==> src/rtl/mc_pkg.sv <==
// rtl/mc_pkg.sv - shared states, opcode/funct constants and ALU codes for the multicycle controller
package mc_pkg;

    typedef enum logic [3:0] {
        FETCH    = 4'd0,
        DECODE   = 4'd1,
        MEMADR   = 4'd2,
        MEMREAD  = 4'd3,
        MEMWB    = 4'd4,
        MEMWRITE = 4'd5,
        EXECUTE  = 4'd6,
        ALUWB    = 4'd7,
        BRANCH   = 4'd8,
        ADDIEXEC = 4'd9,
        ADDIWB   = 4'd10,
        JUMP     = 4'd11
    } state_t;

    localparam logic [5:0] OP_RTYPE = 6'b000000;
    localparam logic [5:0] OP_LW    = 6'b100011;
    localparam logic [5:0] OP_SW    = 6'b101011;
    localparam logic [5:0] OP_BEQ   = 6'b000100;
    localparam logic [5:0] OP_ADDI  = 6'b001000;
    localparam logic [5:0] OP_J     = 6'b000010;

    localparam logic [5:0] F_ADD = 6'b100000;
    localparam logic [5:0] F_SUB = 6'b100010;
    localparam logic [5:0] F_AND = 6'b100100;
    localparam logic [5:0] F_OR  = 6'b100101;
    localparam logic [5:0] F_SLT = 6'b101010;

    localparam logic [2:0] ALU_ADD = 3'b010;
    localparam logic [2:0] ALU_SUB = 3'b110;
    localparam logic [2:0] ALU_AND = 3'b000;
    localparam logic [2:0] ALU_OR  = 3'b001;
    localparam logic [2:0] ALU_SLT = 3'b111;

    // aluop encodings shared between the FSM and the ALU decoder
    localparam logic [1:0] ALUOP_ADD   = 2'b00;
    localparam logic [1:0] ALUOP_SUB   = 2'b01;
    localparam logic [1:0] ALUOP_FUNCT = 2'b10;

endpackage

==> src/rtl/mc_aludec.sv <==
// rtl/mc_aludec.sv - ALU control decode from aluop and the R-type funct field
module mc_aludec
    import mc_pkg::*;
(
    input  logic [1:0] aluop,
    input  logic [5:0] funct,
    output logic [2:0] alucontrol
);

    always_comb begin
        alucontrol = ALU_ADD;
        case (aluop)
            ALUOP_ADD: alucontrol = ALU_ADD;
            ALUOP_SUB: alucontrol = ALU_SUB;
            ALUOP_FUNCT: begin
                case (funct)
                    F_ADD:   alucontrol = ALU_ADD;
                    F_SUB:   alucontrol = ALU_SUB;
                    F_AND:   alucontrol = ALU_AND;
                    F_OR:    alucontrol = ALU_OR;
                    F_SLT:   alucontrol = ALU_SLT;
                    default: alucontrol = ALU_ADD;
                endcase
            end
            default: alucontrol = ALU_ADD;
        endcase
    end

endmodule

==> src/rtl/mc_controller.sv <==
// rtl/mc_controller.sv - multicycle main control FSM driving memory, register strobes and ALU selects
module mc_controller
    import mc_pkg::*;
(
    input  logic       clk,
    input  logic       reset,
    input  logic [5:0] op,
    input  logic [5:0] funct,
    input  logic       zero,
    output logic       pcen,
    output logic       memwrite,
    output logic       irwrite,
    output logic       regwrite,
    output logic       iord,
    output logic       memtoreg,
    output logic       regdst,
    output logic       alusrca,
    output logic [1:0] alusrcb,
    output logic [1:0] pcsrc,
    output logic [2:0] alucontrol,
    output logic [3:0] state
);

    state_t     state_q;
    logic       pcwrite, branch, memwrite_d, irwrite_d, regwrite_d;
    logic [1:0] aluop;

    always_ff @(posedge clk) begin
        if (reset) begin
            state_q <= FETCH;
        end else begin
            case (state_q)
                FETCH:  state_q <= DECODE;
                DECODE: begin
                    case (op)
                        OP_LW, OP_SW: state_q <= MEMADR;
                        OP_RTYPE:     state_q <= EXECUTE;
                        OP_BEQ:       state_q <= BRANCH;
                        OP_ADDI:      state_q <= ADDIEXEC;
                        OP_J:         state_q <= JUMP;
                        default:      state_q <= FETCH;
                    endcase
                end
                MEMADR:   state_q <= (op == OP_SW) ? MEMWRITE : MEMREAD;
                MEMREAD:  state_q <= MEMWB;
                EXECUTE:  state_q <= ALUWB;
                ADDIEXEC: state_q <= ADDIWB;
                default:  state_q <= FETCH;
            endcase
        end
    end

    always_comb begin
        pcwrite    = 1'b0;
        branch     = 1'b0;
        memwrite_d = 1'b0;
        irwrite_d  = 1'b0;
        regwrite_d = 1'b0;
        iord       = 1'b0;
        memtoreg   = 1'b0;
        regdst     = 1'b0;
        alusrca    = 1'b0;
        alusrcb    = 2'b00;
        pcsrc      = 2'b00;
        aluop      = ALUOP_ADD;
        case (state_q)
            FETCH: begin
                alusrcb   = 2'b01;
                irwrite_d = 1'b1;
                pcwrite   = 1'b1;
            end
            DECODE:   alusrcb = 2'b11;
            MEMADR: begin
                alusrca = 1'b1;
                alusrcb = 2'b10;
            end
            MEMREAD:  iord = 1'b1;
            MEMWB: begin
                memtoreg   = 1'b1;
                regwrite_d = 1'b1;
            end
            MEMWRITE: begin
                iord       = 1'b1;
                memwrite_d = 1'b1;
            end
            EXECUTE: begin
                alusrca = 1'b1;
                aluop   = ALUOP_FUNCT;
            end
            ALUWB: begin
                regdst     = 1'b1;
                regwrite_d = 1'b1;
            end
            BRANCH: begin
                alusrca = 1'b1;
                aluop   = ALUOP_SUB;
                pcsrc   = 2'b01;
                branch  = 1'b1;
            end
            ADDIEXEC: begin
                alusrca = 1'b1;
                alusrcb = 2'b10;
            end
            ADDIWB:   regwrite_d = 1'b1;
            JUMP: begin
                pcsrc   = 2'b10;
                pcwrite = 1'b1;
            end
            default: ;
        endcase
    end

    // Reset gates every architectural write in the same cycle so an aborted instruction commits nothing
    assign pcen     = ~reset & (pcwrite | (branch & zero));
    assign memwrite = ~reset & memwrite_d;
    assign irwrite  = ~reset & irwrite_d;
    assign regwrite = ~reset & regwrite_d;
    assign state    = state_q;

    mc_aludec u_aludec (
        .aluop      (aluop),
        .funct      (funct),
        .alucontrol (alucontrol)
    );

endmodule

==> config.mk <==
export PLATFORM = sky130hd
export DESIGN_NAME = mc_controller
export DESIGN_NICKNAME = d
export VERILOG_FILES = /design/src/rtl/mc_pkg.sv /design/src/rtl/mc_aludec.sv /design/src/rtl/mc_controller.sv
export SDC_FILE = /design/constraint.sdc
export NUM_CORES = 1
export LEC_CHECK = 0
export BUFFER_PORTS_ARGS = -buffer_cell sky130_fd_sc_hd__buf_2
export CORE_MARGIN = 2
export CORE_UTILIZATION = 38
export DETAILED_ROUTE_END_ITERATION = 10
export GPL_ROUTABILITY_DRIVEN = 0
export MAX_ROUTING_LAYER = met4
export PLACE_DENSITY = 0.74
export SLEW_MARGIN = 20
export SYNTH_ARGS = -nofsm -noshare
export SYNTH_HDL_FRONTEND = slang
export SYNTH_HIERARCHICAL = 1
export SYNTH_SLANG_ARGS = --single-unit
==> constraint.sdc <==
create_clock -name clk -period 1.6 [get_ports clk]
set_input_delay 0.16 -clock clk [delete_from_list [all_inputs] [get_ports clk]]
set_output_delay 0.16 -clock clk [all_outputs]
set_load 0.1 [all_outputs]
==> flow_metrics.py, run 1 <==
metrics = {
    "status": {
        "status": "stopped before the end",
        "haltStage": "clock tree synthesis (4_1_cts)",
        "run.stop_error": "[ERROR DPL-0033] detailed placement checks failed during check placement.",
    },
    "clocking": {
        "clock_path_buffers": 2,
        "clockRootBuffer": "sky130_fd_sc_hd__clkbuf_4",
        "cts_inserted_buffers": 3,
        "cts.sink_count": 4,
        "ctsHtreeMaxLevel": 1,
        "cts.repair.resized": 23,
        "cts_hold_buffers": 0,
        "buffers_inserted_by_post_cts_timing_repair": 8,
    },
    "synthesis": {
        "post_synth.cell_area_avg_sq_um": 7.43,
        "syn_nets": 96,
        "synth-warning-count": 6,
        "synth-main-ff-cell": "sky130_fd_sc_hd__dfxtp_1",
        "syn-cell-area_sq_um": 587,
        "seq_area_frac_synth_pct": 13.6,
        "synth-seq-cells": 4,
        "synth.lib_cells_used.distinct": 34,
        "synth-edff-count": 0,
        "synth-async-reset-ratio_pct": 0,
        "syn_inst": 79,
    },
    "floorplan": {
        "placementRows": 14,
        "initial_core_utilization_pct": 39.9,
        "fp.dieH_um": 43.3,
        "die_w_um": 43.3,
        "io_pins": 34,
    },
    "placement": {
        "detailedPlacementHpwl_um": 1710,
        "dpl_worst_slack_ns": -0.233,
        "buffer_ports.inserted": 33,
        "dpl.cell_count": 136,
        "placed_area_sq_mm": 0.00127,
    },
}
## per-stage QoR
step | hold slack [ns] | utilization [%]
after global placement | 0.523 | 86.3
after floorplan | 0.229 | -
after detailed placement | 0.523 | 86.3
## cells in the mapped netlist, types with 2 or more instances
library cell / number / area share, %
sky130_fd_sc_hd__a31oi_1: 4 / 4.3
sky130_fd_sc_hd__ha_1: 2 / 4.3
sky130_fd_sc_hd__a21oi_1: 4 / 3.4
sky130_fd_sc_hd__inv_1: 5 / 3.2
sky130_fd_sc_hd__nor3_1: 6 / 5.1
sky130_fd_sc_hd__or3_1: 3 / 3.2
sky130_fd_sc_hd__buf_6: 2 / 3.8
sky130_fd_sc_hd__dfxtp_1: 4 / 14
sky130_fd_sc_hd__nand2_1: 3 / 1.9
sky130_fd_sc_hd__buf_4: 3 / 3.8
sky130_fd_sc_hd__nor4_1: 4 / 4.3
sky130_fd_sc_hd__nand2b_4: 2 / 4.7
sky130_fd_sc_hd__nand4bb_1: 2 / 3.8
sky130_fd_sc_hd__o21bai_1: 2 / 2.6
sky130_fd_sc_hd__nor2_1: 13 / 8.3
sky130_fd_sc_hd__xnor2_1: 2 / 3.0
## logic make-up after synthesis
group	after synthesis	synth area share (%)
flops	4	13.6
simple gates	44	46.7
mux	1	1.71
compound gates	15	18.3
fa+ha+maj	2	4.26
buf+inv	10	10.9
xor+xnor	3	4.48
==> run 2: changes to the inputs <==
--- a/config.mk
+++ b/config.mk
@@ -6,12 +6,11 @@
 export NUM_CORES = 1
 export LEC_CHECK = 0
 export BUFFER_PORTS_ARGS = -buffer_cell sky130_fd_sc_hd__buf_2
-export CORE_MARGIN = 2
-export CORE_UTILIZATION = 38
+export CORE_AREA = 2 2 63 65
 export DETAILED_ROUTE_END_ITERATION = 10
+export DIE_AREA = 0 0 65 67
 export GPL_ROUTABILITY_DRIVEN = 0
-export MAX_ROUTING_LAYER = met4
-export PLACE_DENSITY = 0.74
+export PLACE_DENSITY_LB_ADDON = 0.15
 export SLEW_MARGIN = 20
 export SYNTH_ARGS = -nofsm -noshare
 export SYNTH_HDL_FRONTEND = slang
==> constraint.sdc (replaced) <==
create_clock -name clk -period 2.1 [get_ports clk]
set_input_delay 0.21 -clock clk [delete_from_list [all_inputs] [get_ports clk]]
set_output_delay 0.21 -clock clk [all_outputs]
set_load 0.1 [all_outputs]
==> run 2 against run 1 <==
  * The run now ends clean
  * Synthesized cell count unchanged
  * Synthesized area unchanged
==> flow_metrics.py, run 2 <==
metrics = {
    "setup_path": {
        "critPathCaptureType": "primary output",
        "cp.arrival_ns": 1.87,
        "cp_max_fo": 4,
        "start_kind": "register",
        "worst_ep_required_time_ns": 1.89,
        "timing.setup.critical_path_class": "register to primary output",
        "reg2reg_slack_ns": 0.68,
    },
    "global_route": {
        "wire_length_of_the_first_global_routing_pass_um": 3350,
        "grt.total_usage_pct": 10.1,
        "grt_pass1_vias": 694,
        "grt_start_max_net_pins": 12,
        "grt.overflow.total": 0,
        "grt_antenna_before_repair": 0,
    },
    "floorplan": {
        "placementRows": 22,
        "fp.dieH_um": 67,
        "design.die.area_sq_mm": 0.00436,
        "placeable_core_region_sq_mm": 0.00361,
        "io_pins": 34,
        "die_w_um": 65,
        "initial_core_utilization_pct": 16.3,
    },
    "placement": {
        "dpl.cell_count": 161,
        "detailedPlacementHpwl_um": 1740,
        "buffer_ports.inserted": 33,
    },
    "power_and_ir_drop": {
        "vdd.ir_drop.worst_uv": 166,
        "pwr-share-clk_pct": 37.8,
        "p_leak_nw": 0.443,
        "p_comb_share_pct": 43.3,
        "p_int_uw": 258,
        "share_seq_of_total_power_pct": 18.9,
        "power_switching_uw": 167,
        "power_switching_share_pct": 39.3,
        "power_density_mw_per_mm2": 364,
    },
    "synthesis": {
        "syn_inst": 79,
        "post_synth.cell_area_avg_sq_um": 7.43,
        "ys_top_cells_by_area": "sky130_fd_sc_hd__dfxtp_1, sky130_fd_sc_hd__nor2_1, sky130_fd_sc_hd__nor3_1, sky130_fd_sc_hd__nand2b_4, sky130_fd_sc_hd__a31oi_1",
        "synth-warning-count": 6,
        "synth-edff-count": 0,
        "syn-cell-area_sq_um": 587,
        "synth-main-ff-cell": "sky130_fd_sc_hd__dfxtp_1",
        "syn_nets": 96,
        "synth-async-reset-ratio_pct": 0,
        "netlist.area_leader.share_pct": 13.6,
        "yosysTopAreaCell": "sky130_fd_sc_hd__dfxtp_1",
        "synthMostInstantiatedCell": "sky130_fd_sc_hd__nor2_1",
        "synth-seq-cells": 4,
        "seq_area_frac_synth_pct": 13.6,
        "netlist_top_cells_count": "sky130_fd_sc_hd__nor2_1, sky130_fd_sc_hd__nor3_1, sky130_fd_sc_hd__inv_1",
        "synth.lib_cells_used.distinct": 34,
    },
    "routing": {
        "num_vias": 747,
        "drt_pass1_iterations": 4,
        "detail_route.drc_violations": 0,
        "initialDrtViolationCount": 15,
        "route.detailed.vias_per_inst": 4.50,
        "post_drt_wl_per_cell_um": 12.4,
        "drtAntennaViolNets": 0,
        "wl_um": 2050,
    },
    "finish": {
        "post_layout_nonfiller_instances": 166,
        "final_layout_size_suffix_gt1_share_pct": 66.1,
        "final_net_count": 137,
        "final.fill_count": 383,
        "area_growth_pct": 99.1,
        "layout_common_cells": "sky130_fd_sc_hd__buf_2, sky130_fd_sc_hd__nor2_1, sky130_fd_sc_hd__buf_4",
        "n_antenna_cell": 0,
        "final_common_cell": "sky130_fd_sc_hd__buf_2",
        "largest_register_ffs": 4,
        "utilization_after_layout_pct": 32.4,
    },
    "timing": {
        "worst_clock_skew_ns": 0.00153,
        "maxSlewHeadroom_pct": 66.6,
        "worstMarginPinSlew_ns": 0.494,
        "layout_min_cycle_time_ns": 2.08,
        "fmaxAchievable_mhz": 481,
        "hold_violations": 0,
        "setup_viol_count_final": 0,
        "maxSlewViolCount": 0,
        "final.period_utilization_pct": 99.1,
        "rsz0062_at_grt": "yes",
    },
    "clocking": {
        "cts_tree": "yes",
        "clkLatencyLatePin_ns": 0.22,
        "clkSlewWorstSetupHoldPaths_ns": 0.03,
        "cts_inserted_buffers": 3,
        "clockRootBuffer": "sky130_fd_sc_hd__clkbuf_8",
        "ctsHtreeMaxLevel": 1,
        "clock_path_buffers": 2,
        "cts.sink_count": 4,
    },
    "worst_hold_path": {
        "worstHoldPathType": "primary input to register",
    },
    "status": {
        "status": "finished clean",
    },
    "run": {
        "maxCapViolations": 0,
    },
}
## run 2: repair_timing
item	in CTS	in global routing
pin swaps	1	1
buffers inserted	1	1
endpoints found under the setup margin	2	3
hold buffers	0	0
resized for setup	1	1
gates cloned	0	0
## run 2: final timing paths
path | startpoint | endpoint | cells after the start
min | op[2] | state[2] | 4
min reg2reg | state[3] | state[0] | 2
max reg2reg | state[1] | state[0] | 5
max | state[3] | alucontrol[0] | 7
## run 2: power groups by stage
stage | clock network [mW] | registers (mW) | logic (mW)
floorplan | 0 | 0.0961 | 0.114
global placement | 0 | 0.0820 | 0.184
detailed placement | 0 | 0.0819 | 0.185
CTS | 0.165 | 0.0810 | 0.185
global route | 0.172 | 0.0812 | 0.193
finish | 0.161 | 0.0807 | 0.184
## run 2: final cells by class
type                       instances  area, sq um  area share [%]
inverter                           5         18.8            1.61
sequential                         4         95.1            8.14
tap                               48         60.1            5.14
clock buffer                       3         41.3            3.53
timing repair buffer              41          315            27.0
multi-input combinational         65          638            54.6
## run 2: per-layer routing
layer | routed length, um | track usage (%) | vias up
met3 | 111 | 2.53 | 2
met2 | 1010 | 17.0 | 24
met4 | 19 | 3.99 | 0
met1 | 911 | 12.2 | 349
li1 | - | - | 372
met5 | 0 | 0 | -
## run 2: metrics by stage
stage	power, mW	instance area (sq um)	TNS (ns)	hold slack, ns	setup slack (ns)
finish	0.426	1170	0	0.370	0.0190
global route	0.447	1170	-0.102	0.396	-0.0567
CTS	0.431	1160	-0.0203	0.367	-0.0136
detailed placement	0.267	1110	0	0.592	0.202
global placement	0.266	1110	0	0.592	0.224
floorplan	0.210	803	-1.60	0.279	-0.484
## run 2: cell families after synthesis
group / share of synthesized area [%]
mux: 1.71
buf+inv: 10.9
xor+xnor: 4.48
compound gates: 18.3
simple gates: 46.7
fa+ha+maj: 4.26
flops: 13.6
## run 2: critical path, stage by stage, from the launching register on
cell and delay, ns:
sky130_fd_sc_hd__dfxtp_4 0.33, sky130_fd_sc_hd__or2b_4 0.27, sky130_fd_sc_hd__nor3_4 0.18, sky130_fd_sc_hd__inv_2 0.06, sky130_fd_sc_hd__ha_4 0.23, sky130_fd_sc_hd__nand4bb_4 0.23
sky130_fd_sc_hd__a21oi_4 0.16, sky130_fd_sc_hd__buf_12 0.19
Note: power is estimated with default switching activity, not from simulation.
